`config.mk`:
```
export PLATFORM = sky130hd
export DESIGN_NAME = sisc_fetch_unit
export DESIGN_NICKNAME = d
export VERILOG_FILES = /design/src/rtl/sisc_fetch_unit.sv
export SDC_FILE = /design/constraint.sdc
export NUM_CORES = 1
export LEC_CHECK = 0
export CAP_MARGIN = 20
export CORE_MARGIN = 2
export CORE_UTILIZATION = 43
export CTS_CLUSTER_SIZE = 10
export DETAILED_ROUTE_END_ITERATION = 16
export GPL_TIMING_DRIVEN = 0
export PLACE_DENSITY_LB_ADDON = 0.12
export SYNTH_ARGS = -nofsm -noshare
export SYNTH_HDL_FRONTEND = slang
export SYNTH_SLANG_ARGS = --single-unit
```
`constraint.sdc`:
```
create_clock -name clk -period 2.2 [get_ports clk]
set_input_delay 0.44 -clock clk [delete_from_list [all_inputs] [get_ports clk]]
set_output_delay 0.44 -clock clk [all_outputs]
set_load 0.005 [all_outputs]
```
`src/rtl/sisc_fetch_unit.sv`:
```
// sisc_fetch_unit: PC/IR/status owner for the SISC core, fetching over a req/ack handshake and resolving branches
module sisc_fetch_unit #(
    parameter int              PC_W     = 16,
    parameter int              TIMEOUT  = 8,
    parameter logic [PC_W-1:0] RESET_PC = '0
) (
    input  logic            clk,
    input  logic            rst_f,
    input  logic            fetch_go,
    input  logic            br_req,
    input  logic            stat_en,
    input  logic [3:0]      alu_stat,
    input  logic            imem_ack,
    input  logic [31:0]     imem_data,
    output logic            imem_req,
    output logic [PC_W-1:0] imem_addr,
    output logic [3:0]      opcode,
    output logic [3:0]      mm,
    output logic [3:0]      rd,
    output logic [3:0]      rs,
    output logic [3:0]      rt,
    output logic [15:0]     imm,
    output logic [3:0]      stat,
    output logic [PC_W-1:0] pc,
    output logic            ir_valid,
    output logic            br_taken,
    output logic            fetch_err
);
    localparam int CW = $clog2(TIMEOUT);
    typedef enum logic {IDLE, REQ} state_t;
    state_t          state_q, state_d;
    logic [PC_W-1:0] pc_q, pc_d;
    logic [31:0]     ir_q, ir_d;
    logic [3:0]      stat_q, stat_d;
    logic            req_q, req_d;
    logic            valid_q, valid_d;
    logic            br_q, br_d;
    logic            err_q, err_d;
    logic [CW-1:0]   cnt_q, cnt_d;
    logic            timeout;
    logic            cond;
    logic            taken;
    logic [3:0]      op;
    logic [PC_W-1:0] target;
    assign op      = ir_q[31:28];
    assign timeout = (state_q == REQ) && !imem_ack && (cnt_q == CW'(TIMEOUT - 1));
    assign cond    = |(stat_q & ir_q[27:24]);
    assign taken   = ((op == 4'd4 || op == 4'd5) && cond) || ((op == 4'd6 || op == 4'd7) && !cond);
    // odd branch opcodes (BRR/BNR) are PC-relative, even ones (BRA/BNE) are absolute
    assign target  = op[0] ? pc_q + PC_W'($signed(ir_q[15:0])) : PC_W'(ir_q[15:0]);
    // state and datapath registers with asynchronous active-low reset
    always_ff @(posedge clk or negedge rst_f) begin
        if (!rst_f) begin
            state_q <= IDLE;
            pc_q    <= RESET_PC;
            ir_q    <= '0;
            stat_q  <= '0;
            req_q   <= 1'b0;
            valid_q <= 1'b0;
            br_q    <= 1'b0;
            err_q   <= 1'b0;
            cnt_q   <= '0;
        end else begin
            state_q <= state_d;
            pc_q    <= pc_d;
            ir_q    <= ir_d;
            stat_q  <= stat_d;
            req_q   <= req_d;
            valid_q <= valid_d;
            br_q    <= br_d;
            err_q   <= err_d;
            cnt_q   <= cnt_d;
        end
    end
    // next state: a branch request in IDLE swallows a simultaneous fetch_go
    always_comb begin
        state_d = state_q;
        if (state_q == IDLE)
            state_d = (fetch_go && !br_req) ? REQ : IDLE;
        else
            state_d = (imem_ack || timeout) ? IDLE : REQ;
    end
    // registered outputs and datapath updates for fetch, timeout and branch
    always_comb begin
        pc_d    = pc_q;
        ir_d    = ir_q;
        stat_d  = stat_en ? alu_stat : stat_q;
        req_d   = req_q;
        valid_d = valid_q;
        br_d    = 1'b0;
        err_d   = err_q;
        cnt_d   = cnt_q;
        if (state_q == IDLE) begin
            if (br_req) begin
                pc_d = taken ? target : pc_q;
                br_d = taken;
            end else if (fetch_go) begin
                req_d   = 1'b1;
                valid_d = 1'b0;
                err_d   = 1'b0;
                cnt_d   = '0;
            end
        end else if (imem_ack) begin
            ir_d    = imem_data;
            pc_d    = pc_q + PC_W'(1);
            valid_d = 1'b1;
            req_d   = 1'b0;
        end else if (timeout) begin
            ir_d    = '0;
            pc_d    = pc_q + PC_W'(1);
            err_d   = 1'b1;
            valid_d = 1'b1;
            req_d   = 1'b0;
        end else begin
            cnt_d = cnt_q + CW'(1);
        end
    end
    assign imem_req  = req_q;
    assign imem_addr = pc_q;
    assign opcode    = ir_q[31:28];
    assign mm        = ir_q[27:24];
    assign rd        = ir_q[23:20];
    assign rs        = ir_q[19:16];
    assign rt        = ir_q[15:12];
    assign imm       = ir_q[15:0];
    assign stat      = stat_q;
    assign pc        = pc_q;
    assign ir_valid  = valid_q;
    assign br_taken  = br_q;
    assign fetch_err = err_q;
endmodule

```
==> flow_metrics.tcl, run 1 <==
set metrics [dict create \
    status "finished, violations left" \
    violations "setup timing" \
    initial_utilization 0.448 \
    clk_pin_slew_ns 0.07 \
    synth_cell_types 64 \
    clk_latency_ns 0.34 \
    drt_iter0_drc 196 \
    ir_drop_mv 0.459 \
    setup_viol 2 \
    grt_use_total 0.233 \
    max_slew.worst_pin.slew_ns 0.848 \
    die_h_um 97.0 \
    synthFlopType "dfrtp_1" \
    worst_slew_margin_rel 0.435 \
    critPathArrivalTime_ns 2.53 \
    rsz0062_at_grt "yes" \
    place_inst 603 \
    antenna_found_initial 0 \
    cp_max_fo 4 \
    die_x_um 97.0 \
    routedWlPerCell_um 17.0 \
    end_kind "register" \
    skew_ns 0.00531 \
    cts_num_sinks 60 \
    cap_viol_max_count 0 \
    n_antenna_cell 0 \
    core_area_um2 8300 \
    clockBufferDepth 2 \
    drive_above_1_share 0.221 \
    grt_max_degree 36 \
    leakagePower_nw 2.40 \
    ant_nets 0 \
    pin_count 118 \
    syn-cell-area_um2 3720 \
    place_hpwl_mm 7.70 \
    firstDrtPassIters 5 \
    fin_crit_ns 2.26 \
    finalCritPeriodShare 1.03 \
    fin_cells 640 \
    synthArstFlopShare 1.00 \
    dpl_cell_area_um2 5080 \
    syn_nets 441 \
    grt_overflow 0 \
    cts_tree "built" \
    place_ws_ns -0.375 \
    ys_seq_area_frac 0.403 \
    setup_slack_ns -0.0611 \
    layout.nets 591 \
    ctsHoldBuffers 0 \
    synth-edff-count 0 \
    yosys_warnings 0 \
    drt_wl_total_mm 10.9 \
    synthCells 380 \
    crit_required_ns 2.47 \
    num_vias 3626 \
    grt_pass1_wl_mm 17.8 \
    cp-start-kind "register" \
    grt_pass1_vias 3650 \
    avgSynthCellArea_um2 9.79 \
    place.gp.congestion 0.956 \
    design_area_um2 5630 \
    port_buffers 117 \
    vias_per_cell 5.67 \
    clock.fmax_mhz 442 \
    root_buffer "clkbuf_8" \
    syn_to_final_growth_pct 51.4 \
    r2r_slack_ns -0.06 \
    row_count 33 \
    numCtsBuffers 9 \
    finalMaxSlewViolations 0 \
    p_per_area_nw_per_um2 1270 \
    critical_path_class "reg -> reg" \
    fp.dieArea_um2 9410 \
    synth_seq_cells 60 \
    drc 0 \
    hold_violations 0 \
    htree_levels 3 \
    min_path_type "in -> async" \
]
report_power, final:
group          leakage, nW  switching (mW)  internal (mW)
Sequential           0.726           0.493           1.44
Clock               0.0931           0.448          0.518
Combinational         1.58            1.80           2.44
Total                 2.40            2.74           4.39
cells by family after synthesis:
group / after synthesis / synth area share
flops: 60 / 0.403
fa+ha+maj: 19 / 0.0659
simple gates: 97 / 0.127
mux: 15 / 0.0427
buf+inv: 48 / 0.0780
compound gates: 131 / 0.260
xor+xnor: 10 / 0.0235
worst max-delay path, stage by stage (launching register included):
cell	delay [ns]
dfrtp_2	0.45
ha_4	0.32
nor2_1	0.06
o31a_1	0.34
a211o_1	0.34
a21oi_4	0.20
mux2_4	0.32
nor3_2	0.15
layout make-up:
class	count	area, um2
buffer	37	243
clock buffer	11	131
clock inverter	5	52.6
fill	657	2670
inverter	9	33.8
multi-input combinational	272	2160
sequential	60	1510
tap	105	131
timing repair buffer	141	1370
synthesized netlist by cell type, types with 2 or more instances:
library cell	count	area (um2)
buf_4	20	150
xnor2_1	8	70.1
nand2_1	24	90.1
a211oi_1	4	30.0
inv_1	8	30.0
nor3b_1	2	15.0
o21ai_0	18	90.1
xor2_1	2	17.5
o21a_1	3	22.5
a22o_2	2	20.0
a22o_1	32	280
a221o_1	2	20.0
o31a_1	2	17.5
nor2b_1	3	18.8
o22ai_1	4	25.0
nand3_1	14	70.1
a31oi_1	2	12.5
nor2_1	27	101
clkbuf_1	13	48.8
o31ai_1	2	15.0
o211ai_1	4	30.0
nand2b_1	3	18.8
dfrtp_1	60	1500
ha_1	18	225
mux2i_1	8	80.1
nor3_1	6	30.0
a21o_1	10	75.1
buf_6	3	33.8
a2111oi_0	2	17.5
nand4_1	5	31.3
and3_1	2	12.5
a21oi_1	26	130
mux2_2	7	78.8
a22oi_1	4	30.0
layer usage:
metal	routed length [um]	track usage	share of wire
met4	220	0.0975	0.020
met5	0	0	0
met2	5200	0.376	0.48
met3	782	0.0477	0.072
met1	4670	0.305	0.43
flip-flops by register name (all words and copies together) (netlist names):
name	flops
ir_valid	1
fetch_err	1
stat	4
imem_req	1
ir_q	32
cnt_q	3
state_q	1
br_taken	1
imem_addr	16
what timing repair did:
item / 4_1_cts / 5_1_grt
gates resized for setup: 27 / 21
setup buffers: 14 / 9
hold endpoints to repair: 0 / 0
endpoints found under the setup margin: 13 / 14
pin swaps: 8 / 11
through the flow:
stage          hold slack (ns)  setup TNS [ns]  power [mW]  utilization
2_1_floorplan            0.144        -0.00991        3.95            -
3_3_place_gp             0.476          -81.51        5.42        0.610
3_5_place_dp             0.481           -5.15        5.50        0.612
4_1_cts                  0.219          -0.123        6.86        0.661
5_1_grt                  0.276          -0.473        7.63        0.679
6_report                 0.204         -0.0613        7.13        0.679
cells in the final DEF, fill, tap and decap left out, types with 3 or more instances in the layout:
master,Yosys,final
nand3_1,14,14
clkbuf_8,0,9
o211ai_1,4,4
a211oi_1,4,4
mux2_2,7,6
nor2_1,27,27
o21a_1,3,3
o21ai_1,1,4
dfrtp_1,60,50
nor3_1,6,5
inv_1,8,8
nor2b_1,3,3
a22o_1,32,32
dfrtp_2,0,10
clkinv_2,0,3
a21o_1,10,10
buf_6,3,3
ha_1,18,9
o22ai_1,4,4
o21ai_0,18,14
clkbuf_1,13,13
nand4_1,5,5
ha_4,0,8
xnor2_1,8,8
buf_4,20,42
a21oi_1,26,22
nand2b_1,3,3
mux2i_1,8,8
clkdlybuf4s50_1,0,115
nand2_1,24,23
path summary, 6_finish.rpt:
check,from,depth (start not counted),end
max,ir_q[2],7,imem_addr[15]
max in group asynchronous,rst_f,2,imem_addr[2]
min in group clk,imem_req,1,imem_req
min,rst_f,1,stat[1]
min reg2reg,imem_req,1,imem_req
max reg2reg,ir_q[2],7,imem_addr[15]
Note: power is estimated with default switching activity, not from simulation.
==> inputs of run 2 (changes only) <==
==> constraint.sdc (replaced) <==
create_clock -name clk -period 2.2 [get_ports clk]
set_input_delay 0.66 -clock clk [delete_from_list [all_inputs] [get_ports clk]]
set_output_delay 0.66 -clock clk [all_outputs]
set_load 0.005 [all_outputs]
==> flow_metrics.tcl, run 2 (same netlist as run 1, synthesis figures left out) <==
set metrics [dict create \
    fill_cells 651 \
    syn_to_final_growth_pct 51.6 \
    core_area_um2 8300 \
    num_vias 3626 \
    final_core_util 0.680 \
    final_common_cell "clkdlybuf4s50_1" \
    drc 0 \
    clockBufferDepth 2 \
    port_buffers 117 \
    antenna_found_initial 0 \
    cp_max_fo 4 \
    setup_slack_ns -0.0598 \
    crit_required_ns 2.47 \
    path_cells "ha_4 -> nor2_1 -> o31a_1 -> a211o_1 -> a21oi_4 -> mux2_4 -> nor3_2" \
    largest_register_ffs 32 \
    status "finished, violations left" \
    min_path_type "in -> async" \
    clk_latency_ns 0.34 \
    cp-start-kind "register" \
    grt_max_degree 36 \
    ir_drop_mv 0.461 \
    reg2reg_depth 7 \
    leakagePower_nw 2.40 \
    layout_common_cells "115 x clkdlybuf4s50_1, 48 x dfrtp_1, 43 x buf_4, 32 x a22o_1, 27 x nor2_1" \
    grt_overflow 0 \
    ctsHoldBuffers 0 \
    p_sw_mw 2.75 \
    p_per_area_nw_per_um2 1270 \
    grt_pass1_vias 3650 \
    numCtsBuffers 9 \
    layout.nets 592 \
    hold_violations 0 \
    finalMaxSlewViolations 0 \
    place.gp.congestion 0.956 \
    end_kind "register" \
    firstDrtPassIters 5 \
    combPwrFrac 0.593 \
    fp.dieArea_um2 9410 \
    cap_viol_max_count 0 \
    fin_crit_ns 2.26 \
    pin_count 118 \
    cts_tree "built" \
    n_antenna_cell 0 \
    skew_ns 0.00580 \
    whs_ns 0.419 \
    sequentialPowerShare 0.271 \
    ant_nets 0 \
    die_x_um 97.0 \
    slowest_stage "dfrtp_2" \
    top_register "ir_q" \
    drive_above_1_share 0.226 \
    root_buffer "clkbuf_8" \
    max_slew.worst_pin.slew_ns 0.840 \
    r2r-start "ir_q[2]" \
    pwr-share-clk 0.136 \
    timing.rr.end "imem_addr[15]" \
    htree_levels 3 \
    netSwitchingFraction 0.384 \
    critical_path_class "reg -> reg" \
    setup_viol 2 \
    r2r_slack_ns -0.06 \
    grt_pass1_wl_mm 17.8 \
    place_hpwl_mm 7.70 \
    die_h_um 97.0 \
    rsz0062_at_grt "yes" \
    worst_slew_margin_rel 0.440 \
    routedWlPerCell_um 17.0 \
    critPathArrivalTime_ns 2.53 \
    drt_wl_total_mm 10.9 \
    max_stage_delay_ns 0.45 \
    cts_num_sinks 60 \
    p_int_mw 4.40 \
    clock.fmax_mhz 443 \
    initial_utilization 0.448 \
    vias_per_cell 5.66 \
    grt_use_total 0.233 \
    clk_pin_slew_ns 0.07 \
    violations "setup timing" \
    drt_iter0_drc 230 \
    row_count 33 \
    finalCritPeriodShare 1.03 \
]
-- run 2: area by class of cell --
type / instances / area (um2) / area share
sequential: 60 / 1520 / 0.269
inverter: 9 / 36.3 / 0.00643
clock buffer: 11 / 131 / 0.0233
tap: 105 / 131 / 0.0233
clock inverter: 5 / 52.6 / 0.00931
timing repair buffer: 142 / 1370 / 0.243
multi-input combinational: 272 / 2160 / 0.383
buffer: 37 / 243 / 0.0430
-- run 2: metrics by stage --
stage	instances	TNS, ns	worst slack [ns]	power [mW]	instance area (um2)
after floorplan	380	-0.00991	-0.00991	3.95	3760
after global placement	602	-102.78	-1.72	5.42	5060
after detailed placement	603	-14.17	-0.577	5.50	5080
after CTS	633	-0.123	-0.0587	6.86	5480
after global routing	641	-0.434	-0.138	7.64	5640
final	641	-0.0603	-0.0598	7.14	5640
-- run 2: routing by layer --
metal / global-route usage / share of wire
met4: 0.0975 / 0.022
met1: 0.305 / 0.43
met2: 0.376 / 0.47
met3: 0.0477 / 0.071
met5: 0 / 0
-- run 2: worst max-delay path by stage --
stage | start | end | slack [ns] | depth (start not counted)
3_5_place_dp | imem_ack | imem_addr[4] | -0.58 | 8
6_report | ir_q[2] | imem_addr[15] | -0.06 | 7
3_3_place_gp | rst_f | imem_addr[0] | -1.72 | 1
5_1_grt | imem_addr[1] | imem_addr[14] | -0.14 | 9
4_1_cts | ir_q[1] | imem_addr[15] | -0.06 | 7
2_1_floorplan | imem_addr[0] | imem_addr[14] | -0.01 | 8
-- run 2: repair_timing --
action                                 4_1_cts  5_1_grt
pin swaps                                    8       10
setup endpoints to repair                   19       16
endpoints found under the hold margin        0        0
gates resized for setup                     28       23
setup buffers                               14       10
-- run 2: power groups by stage --
stage / Clock [mW] / Sequential (mW) / Combinational, mW
2_1_floorplan: 0 / 1.85 / 2.09
3_3_place_gp: 0 / 1.95 / 3.47
3_5_place_dp: 0 / 1.96 / 3.54
4_1_cts: 0.977 / 1.91 / 3.97
5_1_grt: 1.02 / 2.00 / 4.63
6_report: 0.969 / 1.94 / 4.24
-- run 2: critical path, delay by kind of cell (launching register included) --
kind / cells / cell delay, ns
compound gates: 3 / 0.88
simple gates: 2 / 0.21
flops: 1 / 0.45
mux: 1 / 0.32
fa+ha+maj: 1 / 0.32
==> inputs of run 3 (changes only) <==
Settings changed: PLACE_DENSITY from default to 0.88, PLACE_DENSITY_LB_ADDON 0.12 to default, SLEW_MARGIN from default to 20.
==> flow_metrics.tcl, run 3 (same netlist as run 1, synthesis figures left out) <==
set metrics [dict create \
    grt_max_degree 48 \
    path_cells "buf_6 -> fa_2 -> a21oi_2 -> o21ai_2 -> a2111oi_2 -> buf_4 -> o31ai_2 -> xnor2_1 -> a21oi_1" \
    hold_violations 0 \
    htree_levels 3 \
    design_area_um2 5700 \
    fp.dieArea_um2 9410 \
    layout_common_cells "111 x clkdlybuf4s50_1, 49 x dfrtp_1, 48 x buf_4, 32 x a22o_1, 27 x nor2_1" \
    whs_ns 0.162 \
    firstDrtPassIters 5 \
    drc 0 \
    cp_max_fo 3 \
    slowest_stage "dfrtp_2" \
    critPathArrivalTime_ns 2.45 \
    setup_slack_ns -0.0278 \
    max_stage_delay_ns 0.45 \
    cp-start-kind "register" \
    clk_latency_ns 0.35 \
    cap_viol_max_count 0 \
    top_register "ir_q" \
    die_h_um 97.0 \
    antenna_found_initial 0 \
    totalPowerFinal_mw 7.27 \
    syn_to_final_growth_pct 53.2 \
    min_path_type "in -> async" \
    status "finished, violations left" \
    skew_ns 0.0107 \
    drive_above_1_share 0.238 \
    setup_tns_ns -0.0300 \
    fin_crit_ns 2.23 \
    grt_overflow 0 \
    die_x_um 97.0 \
    place.gp.congestion 0.864 \
    core_area_um2 8300 \
    ctsHoldBuffers 0 \
    root_buffer "clkbuf_8" \
    crit_required_ns 2.42 \
    p_per_area_nw_per_um2 1280 \
    place_hpwl_mm 8.08 \
    violations "setup timing" \
    numCtsBuffers 9 \
    vias_per_cell 5.89 \
    clockBufferDepth 2 \
    ir_drop_mv 0.867 \
    grt_pass1_wl_mm 18.7 \
    rsz0062_at_grt "yes" \
    port_buffers 117 \
    ant_nets 0 \
    row_count 33 \
    drt_wl_total_mm 12.0 \
    clk_pin_slew_ns 0.07 \
    layout.nets 599 \
    final_common_cell "clkdlybuf4s50_1" \
    largest_register_ffs 32 \
    finalCritPeriodShare 1.01 \
    worst_slew_margin_rel 0.578 \
    critical_path_class "reg -> reg" \
    grt_use_total 0.249 \
    n_antenna_cell 0 \
    num_vias 3812 \
    cts_num_sinks 60 \
    grt_pass1_vias 3792 \
    setup_viol 2 \
    cts_tree "built" \
    initial_utilization 0.448 \
    drt_iter0_drc 363 \
    dpl_cell_area_um2 5090 \
    leakagePower_nw 2.47 \
    pin_count 118 \
    clock.fmax_mhz 449 \
    place_ws_ns -0.625 \
    finalMaxSlewViolations 0 \
    routedWlPerCell_um 18.5 \
    fill_cells 571 \
    end_kind "register" \
    max_slew.worst_pin.slew_ns 0.632 \
]
==> run 3: cell types whose count changed in the layout (fill, tap and decap cells not counted), moves of 2 or more <==
cell / change
buf_4: +5
buf_6: +2
a21oi_2: +3
ha_1: -2
a21oi_1: -2
clkbuf_8: +2
clkdlybuf4s50_1: -4
dlymetal6s2s_1: +4
==> run 3: worst paths after layout <==
check	from	to	slack, ns	depth (start not counted)
min in group clk	ir_q[18]	ir_q[18]	0.50	1
worst min-delay path	rst_f	ir_q[3]	0.16	1
worst min register to register	ir_q[18]	ir_q[18]	0.50	1
max in group asynchronous	rst_f	imem_addr[10]	1.54	2
worst max register to register	imem_addr[1]	imem_addr[14]	-0.03	9
worst max-delay path	imem_addr[1]	imem_addr[14]	-0.03	9
==> run 3: worst max-delay path, delay by kind of cell (launching register included) <==
kind / cells / cell delay [ns]
AO/OA/AOI/OAI: 5 / 0.77
flip-flops: 1 / 0.45
XOR/XNOR: 1 / 0.16
buffers and inverters: 2 / 0.33
adder cells (fa/ha/maj): 1 / 0.39
==> run 3: power by group <==
group          internal (mW)  switching, mW
clock network          0.461          0.435
logic                   2.52           1.90
registers               1.44          0.509
==> run 3: metrics by stage <==
| step | cells | util |
|---|---|---|
| after floorplan | 380 | - |
| after global placement | 602 | 0.610 |
| after detailed placement | 603 | 0.613 |
| after CTS | 638 | 0.670 |
| after global routing | 647 | 0.687 |
| final | 647 | 0.687 |
==> run 3: layout make-up <==
type	count	area (um2)	share of cell area
well taps	105	131	0.0231
flip-flops and latches	60	1520	0.266
clock buffers	13	159	0.0279
plain buffers	37	243	0.0426
repair buffers	149	1450	0.254
inverters	9	36.3	0.00637
clock inverters	2	10.0	0.00176
multi-input cells	272	2160	0.379
==> run 3: repair_timing <==
action	in CTS	in global routing
setup endpoints to repair	20	21
buffers inserted	21	9
cloned	0	1
resized for setup	34	22
pin swaps	12	10
==> run 3: layer usage <==
layer	track usage	share of wire	vias up
met5	0	0	-
met4	0.102	0.030	0
met3	0.0751	0.089	33
met2	0.423	0.50	223
met1	0.293	0.38	1840
li1	-	-	1716
